==> src/rtl/uart_tx_arbiter_if.sv <==
// Handshake bundle between byte producers, the UART transmitter and the
// round-robin arbiter that shares the transmitter among the producers.
interface uart_tx_arbiter_if #(
   parameter int unsigned NUM_REQ = 4
);

   logic [NUM_REQ-1:0]   req_valid;
   logic [8*NUM_REQ-1:0] req_data;
   logic [NUM_REQ-1:0]   req_par_en;
   logic [NUM_REQ-1:0]   req_par_typ;
   logic [NUM_REQ-1:0]   req_ready;
   logic                 tx_data_valid;
   logic [7:0]           tx_p_data;
   logic                 tx_par_en;
   logic                 tx_par_typ;
   logic                 tx_busy;
   logic [2:0]           grant_id;
   logic                 active;
   logic                 err_timeout;

   // Producer/transmitter side of the bundle.
   modport master (
      output req_valid, req_data, req_par_en, req_par_typ, tx_busy,
      input  req_ready, tx_data_valid, tx_p_data, tx_par_en, tx_par_typ,
             grant_id, active, err_timeout
   );

   // Arbiter side of the bundle.
   modport slave (
      input  req_valid, req_data, req_par_en, req_par_typ, tx_busy,
      output req_ready, tx_data_valid, tx_p_data, tx_par_en, tx_par_typ,
             grant_id, active, err_timeout
   );

endinterface

==> src/rtl/uart_tx_arbiter.sv <==
// Round-robin arbiter sharing one UART transmitter among NUM_REQ byte producers.
// Latches the winner's byte and parity config, issues it, then tracks Busy to completion.
module uart_tx_arbiter #(
   parameter int unsigned NUM_REQ     = 4,
   parameter int unsigned ACK_TIMEOUT = 4
) (
   input logic              clk_i,
   input logic              reset_i,
   uart_tx_arbiter_if.slave bus
);

   localparam int unsigned IdxW = (NUM_REQ > 2) ? $clog2(NUM_REQ) : 1;

   typedef enum logic [1:0] {StIdle, StIssue, StWaitBusy, StWaitDone} state_e;

   state_e     state_q;
   logic [2:0] last_grant_q;
   logic [2:0] grant_id_q;
   logic [3:0] tout_cnt_q;
   logic [7:0] tx_p_data_q;
   logic       tx_par_en_q;
   logic       tx_par_typ_q;
   logic       tx_data_valid_q;

   logic       win_found;
   logic [2:0] win_idx;
   logic [3:0] scan_sum;
   logic [7:0] win_data;
   logic       win_par_en;
   logic       win_par_typ;
   logic       tout_hit;

   // Scan from last_grant+1 upward with wrap; the first pending requester wins.
   always_comb begin
      win_found = 1'b0;
      win_idx   = '0;
      scan_sum  = '0;
      for (int unsigned i = 1; i <= NUM_REQ; i++) begin
         scan_sum = {1'b0, last_grant_q} + 4'(i);
         if (scan_sum >= 4'(NUM_REQ)) scan_sum = scan_sum - 4'(NUM_REQ);
         if (!win_found && bus.req_valid[scan_sum[IdxW-1:0]]) begin
            win_found = 1'b1;
            win_idx   = scan_sum[2:0];
         end
      end
   end

   always_comb begin
      win_data    = '0;
      win_par_en  = 1'b0;
      win_par_typ = 1'b0;
      for (int unsigned i = 0; i < NUM_REQ; i++) begin
         if (win_idx == 3'(i)) begin
            win_data    = bus.req_data[8*i +: 8];
            win_par_en  = bus.req_par_en[i];
            win_par_typ = bus.req_par_typ[i];
         end
      end
   end

   assign tout_hit = (state_q == StWaitBusy) && !bus.tx_busy &&
                     (tout_cnt_q == 4'(ACK_TIMEOUT - 1));

   always_comb begin
      bus.req_ready = '0;
      if (state_q == StWaitBusy && bus.tx_busy) begin
         bus.req_ready[grant_id_q[IdxW-1:0]] = 1'b1;
      end
   end

   always_ff @(posedge clk_i) begin
      if (reset_i) begin
         state_q         <= StIdle;
         last_grant_q    <= 3'(NUM_REQ - 1);
         grant_id_q      <= '0;
         tout_cnt_q      <= '0;
         tx_p_data_q     <= '0;
         tx_par_en_q     <= 1'b0;
         tx_par_typ_q    <= 1'b0;
         tx_data_valid_q <= 1'b0;
      end else begin
         tx_data_valid_q <= 1'b0;
         case (state_q)
            StIdle: begin
               if (win_found) begin
                  tx_p_data_q     <= win_data;
                  tx_par_en_q     <= win_par_en;
                  tx_par_typ_q    <= win_par_typ;
                  grant_id_q      <= win_idx;
                  tx_data_valid_q <= 1'b1;
                  state_q         <= StIssue;
               end
            end
            StIssue: begin
               tout_cnt_q <= '0;
               state_q    <= StWaitBusy;
            end
            StWaitBusy: begin
               if (bus.tx_busy) begin
                  last_grant_q <= grant_id_q;
                  state_q      <= StWaitDone;
               end else begin
                  // A timeout leaves last_grant alone so the same requester can win again.
                  tout_cnt_q <= tout_cnt_q + 4'd1;
                  if (tout_hit) state_q <= StIdle;
               end
            end
            StWaitDone: begin
               if (!bus.tx_busy) state_q <= StIdle;
            end
            default: state_q <= StIdle;
         endcase
      end
   end

   assign bus.tx_data_valid = tx_data_valid_q;
   assign bus.tx_p_data     = tx_p_data_q;
   assign bus.tx_par_en     = tx_par_en_q;
   assign bus.tx_par_typ    = tx_par_typ_q;
   assign bus.grant_id      = grant_id_q;
   assign bus.active        = (state_q != StIdle);
   assign bus.err_timeout   = tout_hit;

endmodule
==> src/flat_wrapper.sv <==
// flat-port wrapper written by rule: the top's interface ports become plain ports
module uart_tx_arbiter_flat 
#(
   parameter int unsigned NUM_REQ     = 4,
   parameter int unsigned ACK_TIMEOUT = 4
)
  (clk_i, reset_i, bus_req_valid, bus_req_data, bus_req_par_en, bus_req_par_typ, bus_tx_busy, bus_req_ready, bus_tx_data_valid, bus_tx_p_data, bus_tx_par_en, bus_tx_par_typ, bus_grant_id, bus_active, bus_err_timeout);
  uart_tx_arbiter_if #(.NUM_REQ(NUM_REQ)) bus_i ();
  input logic clk_i;
  input logic reset_i;
  input wire logic [$bits(bus_i.req_valid)-1:0] bus_req_valid;
  input wire logic [$bits(bus_i.req_data)-1:0] bus_req_data;
  input wire logic [$bits(bus_i.req_par_en)-1:0] bus_req_par_en;
  input wire logic [$bits(bus_i.req_par_typ)-1:0] bus_req_par_typ;
  input wire logic [$bits(bus_i.tx_busy)-1:0] bus_tx_busy;
  output wire logic [$bits(bus_i.req_ready)-1:0] bus_req_ready;
  output wire logic [$bits(bus_i.tx_data_valid)-1:0] bus_tx_data_valid;
  output wire logic [$bits(bus_i.tx_p_data)-1:0] bus_tx_p_data;
  output wire logic [$bits(bus_i.tx_par_en)-1:0] bus_tx_par_en;
  output wire logic [$bits(bus_i.tx_par_typ)-1:0] bus_tx_par_typ;
  output wire logic [$bits(bus_i.grant_id)-1:0] bus_grant_id;
  output wire logic [$bits(bus_i.active)-1:0] bus_active;
  output wire logic [$bits(bus_i.err_timeout)-1:0] bus_err_timeout;
  assign bus_i.req_valid = bus_req_valid;
  assign bus_i.req_data = bus_req_data;
  assign bus_i.req_par_en = bus_req_par_en;
  assign bus_i.req_par_typ = bus_req_par_typ;
  assign bus_i.tx_busy = bus_tx_busy;
  assign bus_req_ready = bus_i.req_ready;
  assign bus_tx_data_valid = bus_i.tx_data_valid;
  assign bus_tx_p_data = bus_i.tx_p_data;
  assign bus_tx_par_en = bus_i.tx_par_en;
  assign bus_tx_par_typ = bus_i.tx_par_typ;
  assign bus_grant_id = bus_i.grant_id;
  assign bus_active = bus_i.active;
  assign bus_err_timeout = bus_i.err_timeout;
  uart_tx_arbiter #(.NUM_REQ(NUM_REQ), .ACK_TIMEOUT(ACK_TIMEOUT)) u_core (.clk_i(clk_i), .reset_i(reset_i), .bus(bus_i));
endmodule
==> config.mk <==
export PLATFORM = sky130hd
export DESIGN_NAME = uart_tx_arbiter_flat
export DESIGN_NICKNAME = d
export VERILOG_FILES = /design/src/rtl/uart_tx_arbiter_if.sv /design/src/rtl/uart_tx_arbiter.sv /design/src/flat_wrapper.sv
export SDC_FILE = /design/constraint.sdc
export NUM_CORES = 1
export LEC_CHECK = 0
export CORE_ASPECT_RATIO = 2
export CORE_MARGIN = 4
export CORE_UTILIZATION = 35
export DETAILED_ROUTE_END_ITERATION = 8
export HOLD_SLACK_MARGIN = 0.1
export PLACE_DENSITY = 0.72
export SLEW_MARGIN = 30
export SYNTH_ARGS = -nofsm -noshare
export SYNTH_HDL_FRONTEND = slang
export SYNTH_SLANG_ARGS = --single-unit
export TNS_END_PERCENT = 50
==> constraint.sdc <==
create_clock -name clk_i -period 4.1 [get_ports clk_i]
set_input_delay 1.025 -clock clk_i [delete_from_list [all_inputs] [get_ports clk_i]]
set_output_delay 1.025 -clock clk_i [all_outputs]
set_load 0.1 [all_outputs]
# Word-level counts from Yosys, hierarchy flattened
# Cells that the tools add are included.
# word_totals
n_memories,0
latch_bits,0
mem_bits_ro,0
elab_cells,102
regBits,23
ram_bits,0
# op_classes
addsub,9
mux,43
n_reduce_logical,20
bitwise,1
order_cmp,10
n_mul,0
div,0
n_eq_ne,11
n_shift,0
# op_table
cell,n
2-to-1 mux 8 bit,4
2-to-1 mux 3 bit,8
2-to-1 mux 1 bit,18
>= comparator 4 x 3 -> 1 bit (second input constant),4
less-than comparator 2 x 3 -> 1 bit (second input constant),5
subtractor 3 bit (second input constant),4
adder 3 x 2 -> 4 bit (second input constant),2
binary-select mux 1 bit (select 2 bit),4
2-to-1 mux 2 bit,4
2-to-1 mux 4 bit,2
case mux 2 bit (4 select lines),1
case mux 4 bit (2 select lines),1
logical AND 1 bit,7
== test 3 x 2 -> 1 bit (second input constant),2
AND reduction 2 bit,3
adder 3 x 1 -> 4 bit (second input constant),1
adder 3 x 3 -> 4 bit (second input constant),1
adder 4 x 1 -> 4 bit (second input constant),1
== test 2 bit (second input constant),2
== test 4 x 2 -> 1 bit (second input constant),1
logical NOT 1 bit,4
!= test 2 bit (second input constant),2
nonzero test 2 bit,2
== test 3 x 1 -> 1 bit (second input constant),1
10 further kinds,10

# Depth between registers and ports, before layout
# logic_depth
word_depth,20
depth_mapped,10

# Least setup slack after synthesis
# Ideal clock, no wire load.
# synth_timing
path_type,input -> output
from,input bus_tx_busy
to,output bus_err_timeout
arrival_time_ps,4320
n_path_buf,0
stages,2
slack_ps,-1245
path_cell_list,nor2_1 nor4b_1
# synth_between
elab_chain_cells,3
# synth_rtl
item,line,rtl
start: declaration,flat_wrapper.sv:15,input wire logic [$bits(bus_i.tx_busy)-1:0] bus_tx_busy;
logical NOT 1 bit,uart_tx_arbiter.sv:61,assign tout_hit = (state_q == StWaitBusy) && !bus.tx_busy &&
logical AND 1 bit (2 in series),uart_tx_arbiter.sv:61,
end: declaration,flat_wrapper.sv:23,output wire logic [$bits(bus_i.err_timeout)-1:0] bus_err_timeout;
# Every way passes these cells.

# Worst setup path in the final report
# layout_timing
from,input bus_tx_busy
to,output bus_req_ready[1]
# layout_between
elab_chain_cells,2
# layout_rtl
item,line,rtl
logical AND 1 bit,uart_tx_arbiter.sv:66,if (state_q == StWaitBusy && bus.tx_busy) begin
2-to-1 mux 4 bit,uart_tx_arbiter.sv:66,
end: declaration,flat_wrapper.sv:16,output wire logic [$bits(bus_i.req_ready)-1:0] bus_req_ready;
# Every way passes these cells.

==> results.md <==
- Status: finished clean
- Initial antenna violation count: 0
- Placement Cell Area: 0.002302 mm^2
- Grt ovf: 0
- Hold_ws: 461.6 ps
- Critical Path Sink Type: output pin
- Metal2 WL: 2273 um
- CTS Buf Count: 3
- Vias in the first global route: 1,525
- Sequential area share after synthesis: 29.70%
- CTS resizes: 0
- WP data required: 3070 ps
- Total power: 981.5 uW
- Worst-margin pin slew: 996.8 ps
- RSZ-0062 raised after global routing: false
- Vias: 1,540
- Starting DRT DRC Count: 13
- Slew Viols, Final: 0
- Clock root cell: clkbuf_8
- Mapped Area: 0.001550 mm^2
- Worst-Skew Late Latency: 260 ps
- Total of max-cap violations: 0
- Final Instance Area: 0.002351 mm^2
- Critical Path AT: 2470 ps
- Synth Register Bits: 23
- Layout cells sized above 1: 11.49%
- PortBufs: 66
- Final Util: 54.18%
- Maximum operating frequency: 286.4 MHz
- CP cell instances: clkdlybuf4s50_1 > nand2_1 > nor2_1 > nand2_1 > nor2_1 > buf_12
- CP Max Fanout: 7
- Met3 wire length: 363 um
- Routed Antenna Nets: 0
- First-pass GRT wire length: 6368 um
- Starting Density: 35.73%
- Largest stage delay, worst path: 580 ps
- Worst Path Class, Setup: input pin to output pin
- DP HPWL: 3355 um
- Total wire length: 4131 um
- Wirelength per Cell: 14.29 um
- Die extent in y: 102.1 um
- Wl on met1: 1477 um
- I/O pin count: 67
- # setup viols final: 0
- # nets final: 286
- Relative slew slack: 33.34%
- CTS tree: yes
- Top_reg_cell synth: dfxtp_1
- GRT Util Overall: 14.75%
- Largest net degree at the start of global routing: 22
- Syn avg cell area: 9.173 um^2
- CP startpoint kind: input pin
- Die width: 55.06 um
- # rows: 34
- Post-CTS Setup Inserts: 0
- Worst Min Path Start: u_core.bus.tx_p_data[1]$_SDFFE_PP0P_
- Syn-to-layout area delta: 51.65%
- Hold-fix buffers, CTS: 0
- Async set-reset flop share out of synthesis: 0%
- R2R setup slack: 1070 ps
- Clock Skews: 1.814 ps
- Static Leak: 0.9749 nW
- Clock sink count: 23
- Power Dens Cells: 417.5 mW/mm^2
- TritonRoute pass-1 iters: 4
- CORE AREA: 0.004339 mm^2
- Via density: 5.329
- Worst vdd ir: 0.2591 mV
- Htree depth: 1
- Clock-pin transition on the worst setup and hold timing paths: 90 ps
- Routability congestion estimate from global placement: 0.7752
- Synth warn: 0
- RR Startpoint: u_core.last_grant_q[0]$_SDFFE_PP1P_
- Slowest-stage cell, CP: clkdlybuf4s50_1
- Tcrit/Tclk final: 85.17%
- DIE AREA: 0.005623 mm^2
- CP startpoint: bus_tx_busy
- Max layer used: met4
- Hold Vio Cnt, Final: 0
- Drc violations: 0
- Mapped Nets: 219
- Mapped Cells: 169
- Worst-case clock buffer depth: 2
- Number of synthesized flops with an enable pin: 0
- Synth unique cells: 49
- N_diodes: 0
- Hold Crit Class: register to register
- Final min period: 3492 ps
layout make-up:
type	instances	area [um^2]
well taps	54	67.56
inverters	7	26.28
repair buffers	68	723.2
fillers	422	1988
flip-flops and latches	23	460.4
multi-input cells	133	1025
clock buffers	3	41.29
clock inverters	1	7.507
metal layers:
metal  global-route usage (%)  vias to the layer above
li1                         -                      768
met1                    14.99                      718
met2                    29.20                       52
met3                    2.628                        2
met4                    2.809                        0
met5                        0                        -
synthesized netlist by cell type, drive strengths merged, types with 3 or more instances:
cell type | count | area [um^2]
inv | 7 | 26.28
o31ai | 4 | 48.79
mux2i | 21 | 210.2
nand2 | 22 | 85.09
o221ai | 8 | 70.07
o21ai | 3 | 15.01
mux4 | 4 | 90.09
a211oi | 3 | 22.52
nor2 | 14 | 52.55
ha | 3 | 37.54
buf | 4 | 37.53
dfxtp | 23 | 460.4
nor3 | 4 | 20.02
nand3 | 4 | 25.02
and3 | 3 | 18.77
or3 | 3 | 18.77
a21oi | 7 | 38.79
critical path, delay by kind of cell:
kind                   cells  cell delay [ps]
buffers and inverters      2              780
AND/OR/NAND/NOR            4              660
kinds of logic (layout without fill, tap and decap cells):
group           count (synthesis)  count (layout)  share of synthesized area (%)
simple gates                   63              63                          20.91
compound gates                 41              41                          22.28
mux                            26              26                          20.10
flops                          23              23                          29.70
buf+inv                        13              79                          4.601
fa+ha+maj                       3               3                          2.422
registers in the layout, summed over array words and instances, names as in the netlist:
register and cells:
u_core.bus.tx_data_valid 1, u_core.state_q 2, u_core.bus.grant_id 3, u_core.bus.tx_par_en 1, u_core.bus.tx_par_typ 1, u_core.bus.tx_p_data 8, u_core.last_grant_q 3, u_core.tout_cnt_q 4
through the flow:
stage	cells	worst slack [ps]	TNS [ps]
2_1_floorplan	169	-316.2	-430.8
3_3_place_gp	285	649.6	0
3_5_place_dp	285	596.1	0
4_1_cts	289	592.1	0
5_1_grt	289	443.1	0
6_report	289	608.1	0
layout by cell type (no fill, tap or decap), types with 4 or more instances in the layout:
cell / n
a21oi_1: 6
buf_12: 5
clkdlybuf4s50_1: 60
dfxtp_1: 23
inv_1: 7
mux2i_1: 21
mux4_2: 4
nand2_1: 21
nor2_1: 14
nor3_1: 4
o221ai_1: 8
final timing paths:
kind / to / cells after the start
setup / recovery: bus_req_ready[1] / 6
hold / removal: u_core.bus.tx_p_data[1]$_SDFFE_PP0P_ / 2
setup reg to reg: u_core.bus.tx_p_data[5]$_SDFFE_PP0P_ / 8
hold reg to reg: u_core.bus.tx_p_data[1]$_SDFFE_PP0P_ / 2
power breakdown:
part	switching, mW	leakage [nW]	internal (mW)
combinational	0.359	0.764	0.192
sequential	0.0287	0.189	0.256
clock	0.0773	0.0217	0.0687
Note: power is estimated with default switching activity, not from simulation.
